## src/rtl/mac_pipe.sv

```systemverilog
`default_nettype none
// ============================================================================
// Module   : mac_pipe
// Brief    : Two-stage pipelined multiply-accumulate. Stage 1 registers the
//            full-width product; stage 2 adds it into a signed/unsigned,
//            saturating or wrapping accumulator with sticky overflow and a
//            saturating term counter.
// Revision : 1.0 - initial release
// ============================================================================
module mac_pipe #(
  parameter int WIDTH     = 8,
  parameter int ACC_WIDTH = 16,
  parameter int SIGNED    = 0,
  parameter int SATURATE  = 0,
  parameter int CNT_WIDTH = 8
) (
  input  logic                 clk,
  input  logic                 reset,
  input  logic                 in_valid,
  input  logic                 clear,
  input  logic [WIDTH-1:0]     A,
  input  logic [WIDTH-1:0]     B,
  output logic [ACC_WIDTH-1:0] accumulator,
  output logic                 acc_valid,
  output logic                 overflow,
  output logic [CNT_WIDTH-1:0] count
);

  localparam int PW = 2 * WIDTH;

  // The product must fit in the accumulator without truncation.
  if (ACC_WIDTH < PW) begin : g_width_check
    $error("mac_pipe: ACC_WIDTH must be >= 2*WIDTH");
  end

  logic                 s1_valid;
  logic                 s1_clr;
  logic [PW-1:0]        s1_prod;

  logic [PW-1:0]        prod;
  logic [ACC_WIDTH-1:0] prod_ext;
  logic [ACC_WIDTH-1:0] sum;
  logic [ACC_WIDTH-1:0] sat_val;
  logic                 ovf;
  logic [ACC_WIDTH-1:0] next_acc;

  // Multiplier and accumulator arithmetic, specialised per signedness.
  if (SIGNED != 0) begin : g_signed
    assign prod     = PW'($signed(A)) * PW'($signed(B));
    assign prod_ext = ACC_WIDTH'($signed(s1_prod));
    assign sum      = accumulator + prod_ext;
    // Overflow only possible when both addends share a sign.
    assign ovf      = (accumulator[ACC_WIDTH-1] == prod_ext[ACC_WIDTH-1]) &&
                      (sum[ACC_WIDTH-1] != accumulator[ACC_WIDTH-1]);
    // Clamp toward the direction the addends were heading.
    assign sat_val  = accumulator[ACC_WIDTH-1] ?
                      {1'b1, {(ACC_WIDTH-1){1'b0}}} :
                      {1'b0, {(ACC_WIDTH-1){1'b1}}};
  end else begin : g_unsigned
    logic carry;
    assign prod             = PW'(A) * PW'(B);
    assign prod_ext         = ACC_WIDTH'(s1_prod);
    assign {carry, sum}     = {1'b0, accumulator} + {1'b0, prod_ext};
    assign ovf              = carry;
    assign sat_val          = {ACC_WIDTH{1'b1}};
  end

  if (SATURATE != 0) begin : g_saturate
    assign next_acc = ovf ? sat_val : sum;
  end else begin : g_wrap
    assign next_acc = sum;
  end

  // Product register plus accumulate/clear/hold update of the running sum.
  always_ff @(posedge clk) begin
    if (!reset) begin
      s1_valid    <= 1'b0;
      s1_clr      <= 1'b0;
      s1_prod     <= '0;
      accumulator <= '0;
      acc_valid   <= 1'b0;
      overflow    <= 1'b0;
      count       <= '0;
    end else begin
      s1_valid  <= in_valid;
      s1_clr    <= clear;
      s1_prod   <= prod;
      acc_valid <= s1_valid | s1_clr;
      if (s1_valid && s1_clr) begin
        accumulator <= prod_ext;
        count       <= CNT_WIDTH'(1);
        overflow    <= 1'b0;
      end else if (s1_valid) begin
        accumulator <= next_acc;
        overflow    <= overflow | ovf;
        if (count != {CNT_WIDTH{1'b1}}) begin
          count <= count + CNT_WIDTH'(1);
        end
      end else if (s1_clr) begin
        accumulator <= '0;
        count       <= '0;
        overflow    <= 1'b0;
      end
    end
  end

endmodule
`default_nettype wire

```

## config.mk

```make
export PLATFORM = sky130hd
export DESIGN_NAME = mac_pipe
export DESIGN_NICKNAME = d
export VERILOG_FILES = /design/src/rtl/mac_pipe.sv
export SDC_FILE = /design/constraint.sdc
export NUM_CORES = 1
export LEC_CHECK = 0
export ABC_AREA = 1
export CAP_MARGIN = 20
export CELL_PAD_IN_SITES_DETAIL_PLACEMENT = 1
export CELL_PAD_IN_SITES_GLOBAL_PLACEMENT = 1
export CORE_MARGIN = 4
export CORE_UTILIZATION = 39
export CTS_BUF_LIST = sky130_fd_sc_hd__clkbuf_4 sky130_fd_sc_hd__clkbuf_8
export CTS_CLUSTER_SIZE = 16
export DETAILED_ROUTE_END_ITERATION = 16
export PLACE_DENSITY_LB_ADDON = 0.1
export SETUP_SLACK_MARGIN = 0.3
export SLEW_MARGIN = 20
export SYNTH_ARGS = -nofsm -noshare
export SYNTH_HDL_FRONTEND = slang
export SYNTH_SLANG_ARGS = --single-unit
```

## constraint.sdc

```tcl
create_clock -name clk -period 4.4 [get_ports clk]
set_clock_uncertainty 0.2 [all_clocks]
set_input_delay 0.88 -clock clk [delete_from_list [all_inputs] [get_ports clk]]
set_output_delay 0.88 -clock clk [all_outputs]
set_load 0.02 [all_outputs]
```

; Word level (Yosys, flattened, before mapping)
; Cells that the tools add are included.
[totals]
reg_bits = 44
in_bits = 20
output_inout_bits = 26
[classes]
add_sub_neg = 2
multipliers = 1
eq_ne = 3
mux = 9
bitwise_logic = 3
n_reduce_logical = 6
[op_table]
columns = operator, count
row1 = $mux W16, 3
row2 = $mux W8, 3
row3 = $add A16 B16 Y17, 1
row4 = $mul A8 B8 Y16, 1
row5 = $add A8 B1 Y8 const B, 1
row6 = $ne A8 B8 Y1 const B, 1
row7 = $reduce_and A2 Y1, 2
row8 = $mux W1, 3
row9 = $ne A3 B1 Y1 const B, 1
row10 = $reduce_bool A3 Y1, 1
row11 = $ne A2 B1 Y1 const B, 1
row12 = $or A1 B1 Y1, 2
row13 = $reduce_bool A2 Y1, 1
row14 = $reduce_or A2 Y1, 1
row15 = $logic_and A1 B1 Y1, 1
row16 = $not A1 Y1, 1

; Depth between registers and ports, before layout
; Gate-level depths: netlist of the first run.
[depth]
word_depth = 4
ltp_mapped = 19
depth_no_buf = 18

; Worst setup path before layout of the first run
; No wires, ideal clock.
[synth_path]
kind = input to register
startpoint = input A[0]
endpoint = register s1_prod[10], in the netlist prod_ext[10]
setup_ps = 113
arrival_time_ps = 4401
required_time_ps = 4087
setup_slack_ps = -314
cell_stages = 17
n_path_buf = 1
cell_sequence = clkbuf_1 nand2_1 fa_1 fa_1 inv_1 fa_1 inv_1 fa_1 inv_1 ha_1 nand2_1 o21ai_1 nor2_1 o21ai_0 nand2_1 nand2_1 nor2_1
[synth_via]
elab_chain_cells = 1
[synth_lines]
columns = item, line
row1 = "start, declared", 21  ; input logic [WIDTH-1:0] A,
row2 = $mul A8 B8 Y16, 61  ; assign prod = PW'(A) * PW'(B);
row3 = "end signal, assigned", 87  ; s1_prod <= prod;
row4 = "end, declared", 38  ; logic [PW-1:0] s1_prod;
; Every way passes these cells.
; A chain may end at the register's enable or synchronous reset.

; Final worst setup path of the first run
[layout_path]
startpoint = input B[7]
endpoint = register s1_prod[11], in the netlist prod_ext[11]
[layout_via]
elab_chain_cells = 1
[layout_lines]
columns = item, line
row1 = "start, declared", 22  ; input logic [WIDTH-1:0] B,
row2 = $mul A8 B8 Y16, 61
; Every way passes these cells.

==> qor.yml, run 1 <==
critical_path:
  crit_path_frequent_cell: "fa_1"
  crit_arrival_ns: 4.24
  crit_type: "input pin to flop"
  end_kind: "flop"
  timing.rr.start: "s1_valid"
  start_kind: "input pin"
  cpPeakStageDelay_ns: 0.55
  cp_cell_sequence: "buf_6, nand2_2, inv_2, fa_1, fa_1, fa_1, inv_2, fa_1, inv_2, ha_4, nand2_4, o21ai_4, nor2_4, o21ai_2, nand2_1, nand2_1, nor2_1"
  startpoint: "B[7]"
  crit_path_max_fanout: 6
  slowest_stage: "fa_1"
  crit_required_ns: 4.41
layout:
  drive_gt1_share_pct: 20.6
  fill_cells: 1549
  fin_nets: 915
  syn_to_final_growth_pct: 32.6
  final_common_cell: "nand2_1"
  layout.cells.most_common_list: "nand2_1 (185), inv_1 (148), ha_1 (49)"
  finish.utilization_pct: 53.0
  antenna_cells: 0
  stdcell_area_um2: 6390
global_routing:
  grt_overflow: 0
  track_usage_pct: 20.9
  grt_max_degree: 22
  antenna_found_initial: 0
  grt_pass1_wl_um: 24400
  grt_pass1_vias: 5188
clocking:
  cts_made_buffers: 5
  clk_path_buf_depth: 2
  cts_tree: "built"
  cts.sinks: 44
  clkTransAtPathRegs_ns: 0.09
  cts_max_level: 2
  cts_root_buffer: "clkbuf_8"
  clk_latency_ns: 0.30
timing:
  max_freq_ghz: 0.236
  finalSetupViolCount: 0
  finalSetupTns_ns: 0
  fin_crit_ns: 4.23
  final_hold_viol_count: 0
  grt_setup_unrepaired: "true"
  relSlewSlack_pct: 39.9
  slew_viol_final: 0
  tightest_slew_ns: 0.901
  period_share_pct: 96.2
die:
  start_util_pct: 40.0
  rows: 40
  core_um2: 12100
  die-height_um: 119
  io_pins: 46
  die_w_um: 119
  die-area_um2: 14200
route:
  met2RoutedLength_um: 7810
  viasPerCell: 4.92
  route.met3.wl_um: 429
  ant_nets: 0
  routedWlPerCell_um: 15.3
  vias: 4783
  drc: 0
  first_pass_iters: 4
  met1Wirelength_um: 6330
  routed_wl_um: 14900
  drtIter0Drc: 233
  dr.max_layer_used: "met4"
pwr:
  p_leak_nw: 3.49
  ir_drop_v: 0.000276
  pwr_density_cell_nw_per_um2: 440
yosys:
  avgSynthCellArea_um2: 6.70
  synth_cell_type_count: 33
  yosysWarningCount: 0
  synth_area_um2: 4820
  synthCells: 720
  syn_nets: 830
  synth-seq-area-share_pct: 18.3
  ys_seq_elements: 44
place:
  placed_area_um2: 5840
  numPortBuffers: 45
  dp_hpwl_um: 11600
  place.gp.congestion: 0.887
run:
  drv_cap: 0
run_status:
  status: "finished clean"
min_path:
  hold_path_class: "flop to flop"
  worstHoldStart: "prod_ext[3]"
## worst paths after layout
check	to	slack [ns]	cells after the start
worst max-delay path	prod_ext[11]	0.17	17
worst min-delay path	accumulator[3]	0.30	2
worst min register to register	accumulator[3]	0.30	2
worst max register to register	accumulator[8]	2.14	6
## per-layer routing
layer | up-vias | track usage (%)
met5 | - | 0
met4 | 0 | 4.71
met3 | 20 | 1.47
met2 | 70 | 40.1
met1 | 2328 | 25.3
li1 | 2365 | -
## stage by stage
step / cells / hold slack, ns / power [mW] / worst slack, ns
final: 973 / 0.303 / 2.81 / 0.169
after global placement: 954 / 0.288 / 1.97 / -0.686
after detailed placement: 954 / 0.297 / 2.02 / -0.771
after floorplan: 720 / 0.267 / 1.52 / 0.121
after CTS: 970 / 0.306 / 2.68 / 0.149
after global routing: 973 / 0.342 / 3.02 / 0.0519
## worst max-delay path, delay by kind of cell
| kind | cells | cell delay, ns |
|---|---|---|
| adders and majority gates | 5 | 2.36 |
| and+or+nand+nor | 6 | 0.40 |
| AOI/OAI and AO/OA | 2 | 0.34 |
| buffers and inverters | 4 | 0.24 |
## sequential cells by signal, summed over array words and instances (netlist names)
| name | cells |
|---|---|
| overflow | 1 |
| s1_clr | 1 |
| count | 8 |
| s1_valid | 1 |
| prod_ext | 16 |
| acc_valid | 1 |
| accumulator | 16 |
## cell families after synthesis
| family | count (synthesis) | share of synthesized area (%) |
|---|---|---|
| AND/OR/NAND/NOR | 313 | 27.3 |
| buffers and inverters | 189 | 15.3 |
| adder cells (fa/ha/maj) | 90 | 29.1 |
| AO/OA/AOI/OAI | 81 | 9.55 |
| flip-flops | 44 | 18.3 |
| XOR/XNOR | 3 | 0.545 |
## final cells by class
| type | instances | area (um^2) | share of cell area [%] |
|---|---|---|---|
| Multi-Input combinational cell | 487 | 3570 | 55.9 |
| Timing Repair Buffer | 101 | 970 | 15.2 |
| Sequential cell | 44 | 881 | 13.8 |
| Inverter | 166 | 628 | 9.83 |
| Tap cell | 168 | 210 | 3.29 |
| Clock buffer | 5 | 68.8 | 1.08 |
| Clock inverter | 2 | 60.1 | 0.940 |
## Yosys cell counts, drive strengths merged
master / count / area, um^2
nor3: 8 / 51.3
o21ai: 20 / 100
a31oi: 7 / 43.8
o21bai: 2 / 15.0
a21o: 1 / 8.76
a22o: 9 / 78.8
nand2: 210 / 801
xor2: 3 / 26.3
fa: 37 / 741
nand3b: 3 / 22.5
nand4: 6 / 37.5
dfxtp: 44 / 881
nand3: 42 / 215
nor2: 37 / 144
a21oi: 42 / 214
inv: 164 / 616
clkbuf: 18 / 67.6
buf: 5 / 40.0
ha: 53 / 663
and2: 1 / 6.26
or2: 6 / 37.5
clkinv: 2 / 12.5
## power by group
group,switching [mW],total [mW],internal (mW),leakage [nW]
sequential,0.0547,0.515,0.461,0.360
clock,0.148,0.371,0.224,0.0642
combinational,1.07,1.93,0.857,3.07
total,1.27,2.81,1.54,3.49
## what timing repair did
action,in CTS,in global routing
setup buffers,9,3
pin swaps,35,30
gates resized for setup,122,53
endpoints found under the setup margin,12,11
hold buffers,0,0
cloned,0,0
(Power assumes the default switching activity.)
==> run 2, diff against run 1 <==
CTS_CLUSTER_SIZE = unset   (was 16)
SLEW_MARGIN = unset   (was 20)
==> results of run 2 <==
Same layout as run 1: the final DEF is identical, and so are final timing and power.
